<file path="config.mk">
export PLATFORM = sky130hd
export DESIGN_NAME = axi_slave_write_ctrl
export DESIGN_NICKNAME = d
export VERILOG_FILES = /design/src/rtl/axi_slave_write_ctrl.sv
export SDC_FILE = /design/constraint.sdc
export NUM_CORES = 1
export LEC_CHECK = 0
export ABC_AREA = 1
export CORE_MARGIN = 5
export CORE_UTILIZATION = 35
export DETAILED_ROUTE_END_ITERATION = 6
export GPL_ROUTABILITY_DRIVEN = 0
export PLACE_DENSITY = 0.68
export RECOVER_POWER = 50
export SYNTH_ARGS = -nofsm -noshare
export SYNTH_HDL_FRONTEND = slang
export SYNTH_SLANG_ARGS = --single-unit
</file>
<file path="constraint.sdc">
create_clock -name clk_i -period 8.8 [get_ports clk_i]
set_input_delay 1.76 -clock clk_i [delete_from_list [all_inputs] [get_ports clk_i]]
set_output_delay 1.76 -clock clk_i [all_outputs]
set_load 0.005 [all_outputs]
</file>
<file path="src/rtl/axi_slave_write_ctrl.sv">
// axi_slave_write_ctrl: AXI4 write-channel slave front end with burst address generation,
// window/protocol error checking and a first-word-fall-through queue of pending B responses.
module axi_slave_write_ctrl #(
    parameter int                ID_W        = 4,
    parameter int                ADDR_W      = 32,
    parameter int                DATA_W      = 32,
    parameter int                LEN_W       = 8,
    parameter logic [ADDR_W-1:0] BASE_ADDR   = 32'h0000_0000,
    parameter logic [ADDR_W-1:0] WIN_SIZE    = 32'h0000_1000,
    parameter int                BRESP_DEPTH = 4
) (
    input  logic                clk_i,
    input  logic                rst_ni,
    input  logic [ID_W-1:0]     awid,
    input  logic [ADDR_W-1:0]   awaddr,
    input  logic [LEN_W-1:0]    awlen,
    input  logic [2:0]          awsize,
    input  logic [1:0]          awburst,
    input  logic                awvalid,
    output logic                awready,
    input  logic [DATA_W-1:0]   wdata,
    input  logic [DATA_W/8-1:0] wstrb,
    input  logic                wlast,
    input  logic                wvalid,
    output logic                wready,
    output logic [ID_W-1:0]     bid,
    output logic [1:0]          bresp,
    output logic                bvalid,
    input  logic                bready,
    input  logic                i_core_ready,
    output logic                o_we,
    output logic [ADDR_W-1:0]   o_waddr,
    output logic [DATA_W-1:0]   o_wdata,
    output logic [DATA_W/8-1:0] o_strb
);
    localparam int SIZE_MAX = $clog2(DATA_W / 8);
    localparam int PTR_W    = $clog2(BRESP_DEPTH);

    typedef enum logic {S_ADDR, S_DATA} state_t;

    state_t            state, state_nxt;
    logic              live;
    logic [ID_W-1:0]   burst_id;
    logic [ADDR_W-1:0] burst_addr;
    logic [LEN_W-1:0]  burst_len;
    logic [2:0]        burst_size;
    logic [1:0]        burst_type;
    logic [LEN_W:0]    beat_cnt;
    logic              err;
    logic [ID_W-1:0]   fifo_id [BRESP_DEPTH];
    logic              fifo_err [BRESP_DEPTH];
    logic [PTR_W-1:0]  rd_ptr, wr_ptr;
    logic [PTR_W:0]    count;
    logic              aw_hs, w_hs, push, pop, aw_bad, len_ok;
    logic              in_win, over, beat_err, beat_ok, err_final;
    logic [ADDR_W-1:0] step, total, wrap_mask, addr_nxt;

    assign aw_hs     = awvalid && awready;
    assign w_hs      = wvalid && wready;
    assign push      = w_hs && wlast;
    assign pop       = bvalid && bready;
    assign len_ok    = awlen == LEN_W'(1) || awlen == LEN_W'(3) || awlen == LEN_W'(7) || awlen == LEN_W'(15);
    assign aw_bad    = awsize > 3'(SIZE_MAX) || awburst == 2'd3 ||
                       (awburst == 2'd2 && (!len_ok || (awaddr & ((ADDR_W'(1) << awsize) - ADDR_W'(1))) != '0));
    assign step      = ADDR_W'(1) << burst_size;
    assign total     = (ADDR_W'(burst_len) + ADDR_W'(1)) << burst_size;
    assign wrap_mask = total - ADDR_W'(1);
    assign addr_nxt  = burst_type == 2'd0 ? burst_addr :
                       burst_type == 2'd2 ? (burst_addr & ~wrap_mask) | ((burst_addr + step) & wrap_mask) :
                       (burst_addr & ~(step - ADDR_W'(1))) + step;
    // Offset compare keeps the window test correct even if BASE_ADDR+WIN_SIZE overflows.
    assign in_win    = (burst_addr - BASE_ADDR) < WIN_SIZE;
    assign over      = beat_cnt > {1'b0, burst_len};
    assign beat_err  = !in_win || over || (wlast && beat_cnt != {1'b0, burst_len});
    assign beat_ok   = !err && in_win && !over;
    assign err_final = err || beat_err;
    assign o_we      = w_hs && beat_ok;
    assign o_waddr   = burst_addr;
    assign o_wdata   = wdata;
    assign o_strb    = wstrb;
    assign bvalid    = count != '0;
    assign bid       = bvalid ? fifo_id[rd_ptr] : '0;
    assign bresp     = bvalid && fifo_err[rd_ptr] ? 2'b10 : 2'b00;

    // State register; live keeps awready low until the first clock after reset release.
    always_ff @(posedge clk_i or negedge rst_ni) begin
        if (!rst_ni) begin
            state <= S_ADDR;
            live  <= 1'b0;
        end else begin
            state <= state_nxt;
            live  <= 1'b1;
        end
    end

    // Handshake readies and next state; a full B queue (count MSB) blocks new bursts.
    always_comb begin
        awready   = live && state == S_ADDR && !count[PTR_W];
        wready    = state == S_DATA && i_core_ready;
        state_nxt = state;
        if (awvalid && awready) state_nxt = S_DATA;
        if (wvalid && wready && wlast) state_nxt = S_ADDR;
    end

    // Burst context: captured at AW, advanced per W beat; err accumulates every beat error.
    always_ff @(posedge clk_i or negedge rst_ni) begin
        if (!rst_ni) begin
            burst_id   <= '0;
            burst_addr <= '0;
            burst_len  <= '0;
            burst_size <= '0;
            burst_type <= '0;
            beat_cnt   <= '0;
            err        <= 1'b0;
        end else if (aw_hs) begin
            burst_id   <= awid;
            burst_addr <= awaddr;
            burst_len  <= awlen;
            burst_size <= awsize;
            burst_type <= awburst;
            beat_cnt   <= '0;
            err        <= aw_bad;
        end else if (w_hs) begin
            burst_addr <= addr_nxt;
            beat_cnt   <= &beat_cnt ? beat_cnt : beat_cnt + 1'b1;
            err        <= err_final;
        end
    end

    // B queue storage; contents need no reset because bvalid gates the head.
    always_ff @(posedge clk_i) begin
        if (push) begin
            fifo_id[wr_ptr]  <= burst_id;
            fifo_err[wr_ptr] <= err_final;
        end
    end

    // B queue pointers and occupancy; reset flushes any pending responses.
    always_ff @(posedge clk_i or negedge rst_ni) begin
        if (!rst_ni) begin
            rd_ptr <= '0;
            wr_ptr <= '0;
            count  <= '0;
        end else begin
            wr_ptr <= wr_ptr + PTR_W'(push);
            rd_ptr <= rd_ptr + PTR_W'(pop);
            count  <= count + (PTR_W+1)'(push) - (PTR_W+1)'(pop);
        end
    end
endmodule

</file>
==> summary.md <==
| Metric | Value |
|---|---|
| CTS sink count | 88 |
| Int Pwr | 1400 uW |
| Post-synth EDFFs | 20 |
| Share of cells above drive strength 1 | 8.052% |
| CTS resizes | 0 |
| Yosys warning count | 0 |
| Syn_nets | 1386 |
| Achievable Freq | 178.8 MHz |
| Switch Pwr | 1546 uW |
| Slew margin rel. | -170.5% |
| Async SR Flop Fraction | 77.27% |
| Fin crit period | 5.593 ns |
| CP Launch Point | awvalid |
| Hold depth | 2 |
| RSZ-0062 raised after global routing | false |
| Final WS setup | 3.207 ns |
| Layout filler cell count | 2513 |
| Combinational group share of total power | 60.0% |
| Antenna violations before repair | 0 |
| Required @ worst endpoint | 9.03 ns |
| Final TNS setup | 0 ns |
| Row count | 56 |
| DP HPWL | 18.78 mm |
| GRT Util Overall | 18.41% |
| Pin count of the biggest net entering global routing | 69 |
| Maximum vdd ir drop | 125.6 uV |
| Final Cycle Share | 63.56% |
| Worst slew pin tran | 4.058 ns |
| Layout overhead on the synthesized area | 14.61% |
| Switch share | 52.47% |
| Io pins | 170 |
| CP Launch Type | primary input |
| Setup violators final | 0 |
| Clock edge transition at the registers on the reported setup and hold paths | 0.07 ns |
| Post-CTS Setup Inserts | 0 |
| PwrDens | 309.7 nW/um2 |
| Mux cell area share after synthesis | 0% |
| WL per Instance | 15.27 um |
| Initial Util | 35.46% |
| Clock Skew | 0.009648 ns |
| Htree depth | 3 |
| Commonest cells after routing, fill and taps aside | nand2_1, nor2_1, inv_1, nand3_1, o21ai_0 |
| Die area | 26890 um2 |
| DRC | 0 |
| Failing checks | max-capacitance violations, max-slew violations |
| Post-synthesis cell type count | 52 |
| Reg area | 2302 um2 |
| CP Max Fanout | 47 |
| Slowest CP cell | clkbuf_1 |
| Drt initial violations | 622 |
| Post-place setup slack | 3.680 ns |
| XOR/XNOR share of the synthesized area | 3.166% |
| Commonest non-fill, non-tap cell in the layout | nand2_1 |
| DRT antenna net count | 0 |
| Hold Path Class | reg2reg |
| Leakage | 0.004332 uW |
| WL final | 24.80 mm |
| Nets | 1425 |
| Max incr delay on CP | 1.62 ns |
| Die height | 164.0 um |
| FF-to-FF path depth | 17 |
| First-pass GRT wire length | 40.05 mm |
| First-pass DRT Iterations | 6 |
| Top FF cell, synth | dfrtp_1 |
| CTS buffer count | 9 |
| Count of final hold-check violations | 0 |
| Deepest clock path buffer count | 2 |
| Remaining global-route overflow | 0 |
| Largest family of logic cells by synthesized area | simple AND/OR/NAND/NOR gates |
| Max cap viols | 2 |
| Vias per cell | 5.152 |
| Multi-input logic area | 5057 um2 |
| Port-buffer cells | 96 |
| Post-Synthesis Cell Area | 8298 um2 |
| Simple-gate share of the synthesized area | 39.04% |
| Avg Cell Area, Syn | 6.586 um2 |
| Sequential-to-total area share from yosys stat | 27.74% |
| DR vias | 8367 |
| CP endpoint kind | flop |
| CTS Hold Bufs | 0 |
| Yosys reg bits | 88 |
| Post-Synthesis Cells | 1260 |
| Vias in the first global route | 7899 |
| Root Buffer | clkbuf_16 |
| R2R Path Start | burst_size[2] |
| Clock power share | 13.5% |
| Adder-cell share of the synthesized area | 5.308% |
| Placed cell count | 1607 |
| Slew Limit Fails | 117 |
| CP Data Arrival Time | 5.83 ns |
| Worst skew pair latency | 0.36 ns |
| Non-Filler Instances | 1624 |
| Flop pwr share | 26.4% |
| Critical path cell sequence | dlygate4sd3_1, nand2_1, inv_1, clkbuf_1, or2_2, o21a_1, o21ai_0, a211oi_1, a21oi_1 |
| CTS tree | built |
| Kind of critical path | in2reg |
| Outcome | finished, violations left |
| Compound-Gate Fraction of Synth Area | 13.31% |
| Chip Width | 164.0 um |
| Core Area | 23400 um2 |
## metrics by stage
step | util (%) | total power [uW] | hold slack [ns] | instance area (um2)
detailed placement | 39.42 | 2540 | 0.4998 | 9225
floorplan | - | 2016 | 0.4763 | 8298
CTS | 40.67 | 2954 | 0.5142 | 9518
finish | 40.64 | 2946 | 0.5166 | 9510
global route | 40.63 | 3209 | 0.5498 | 9508
global placement | 39.42 | 2508 | 0.4913 | 9225
## worst max-delay path: cells and delay by family
family	cells	cell delay, ns
compound gates	4	1.42
simple gates	2	0.42
buf+inv	3	2.22
## cell usage after synthesis, types with 19 or more instances
cell type | n | area (um2)
xor2_1 | 23 | 201.4
a21oi_1 | 66 | 330.3
nand2_1 | 351 | 1318
nand2_2 | 19 | 118.9
inv_1 | 119 | 446.7
edfxtp_1 | 20 | 600.6
nor3_1 | 31 | 155.2
o21ai_0 | 83 | 415.4
nor2_1 | 130 | 488.0
clkbuf_1 | 20 | 75.07
buf_4 | 40 | 300.3
dfrtp_1 | 68 | 1702
ha_1 | 32 | 400.4
nand3_1 | 97 | 485.5
## layout make-up
class	instances	area share [%]
repair buffers	99	10.24
well taps	319	4.197
diodes	1	0.02631
multi-input cells	973	53.18
inverters	128	5.078
clock buffers	9	2.368
flip-flops and latches	88	24.21
clock inverters	7	0.7104
## cells by family after synthesis
kind of cell               Yosys count
other                                2
buffers and inverters              199
xor gates and xnor gates            30
and+or+nand+nor                    710
adders and majority gates           34
DFF                                 88
AOI/OAI and AO/OA                  197
## power groups by stage
stage / sequential, uW / clock [uW] / combinational (uW)
final: 779 / 399 / 1770
after global routing: 805 / 419 / 1990
after CTS: 777 / 409 / 1770
after detailed placement: 785 / 0 / 1760
after global placement: 781 / 0 / 1730
after floorplan: 685 / 0 / 1330
## routing by layer
metal	GRT usage (%)	part of all wire [%]	wire length (um)
met1	25.51	47	11590
met2	30.01	46	11340
met3	2.610	5.5	1360
met4	5.261	2.0	507
met5	0	0	0
## path summary, 6_finish.rpt
path,endpoint,slack (ns)
min in group asynchronous,asynchronous set/reset pin,2.82
setup reg to reg,flop,4.23
max in group asynchronous,burst_len[5],3.71
setup / recovery,flop,3.21
hold reg to reg,flop,0.52
hold / removal,flop,0.52
Note: power is estimated with default switching activity, not from simulation.
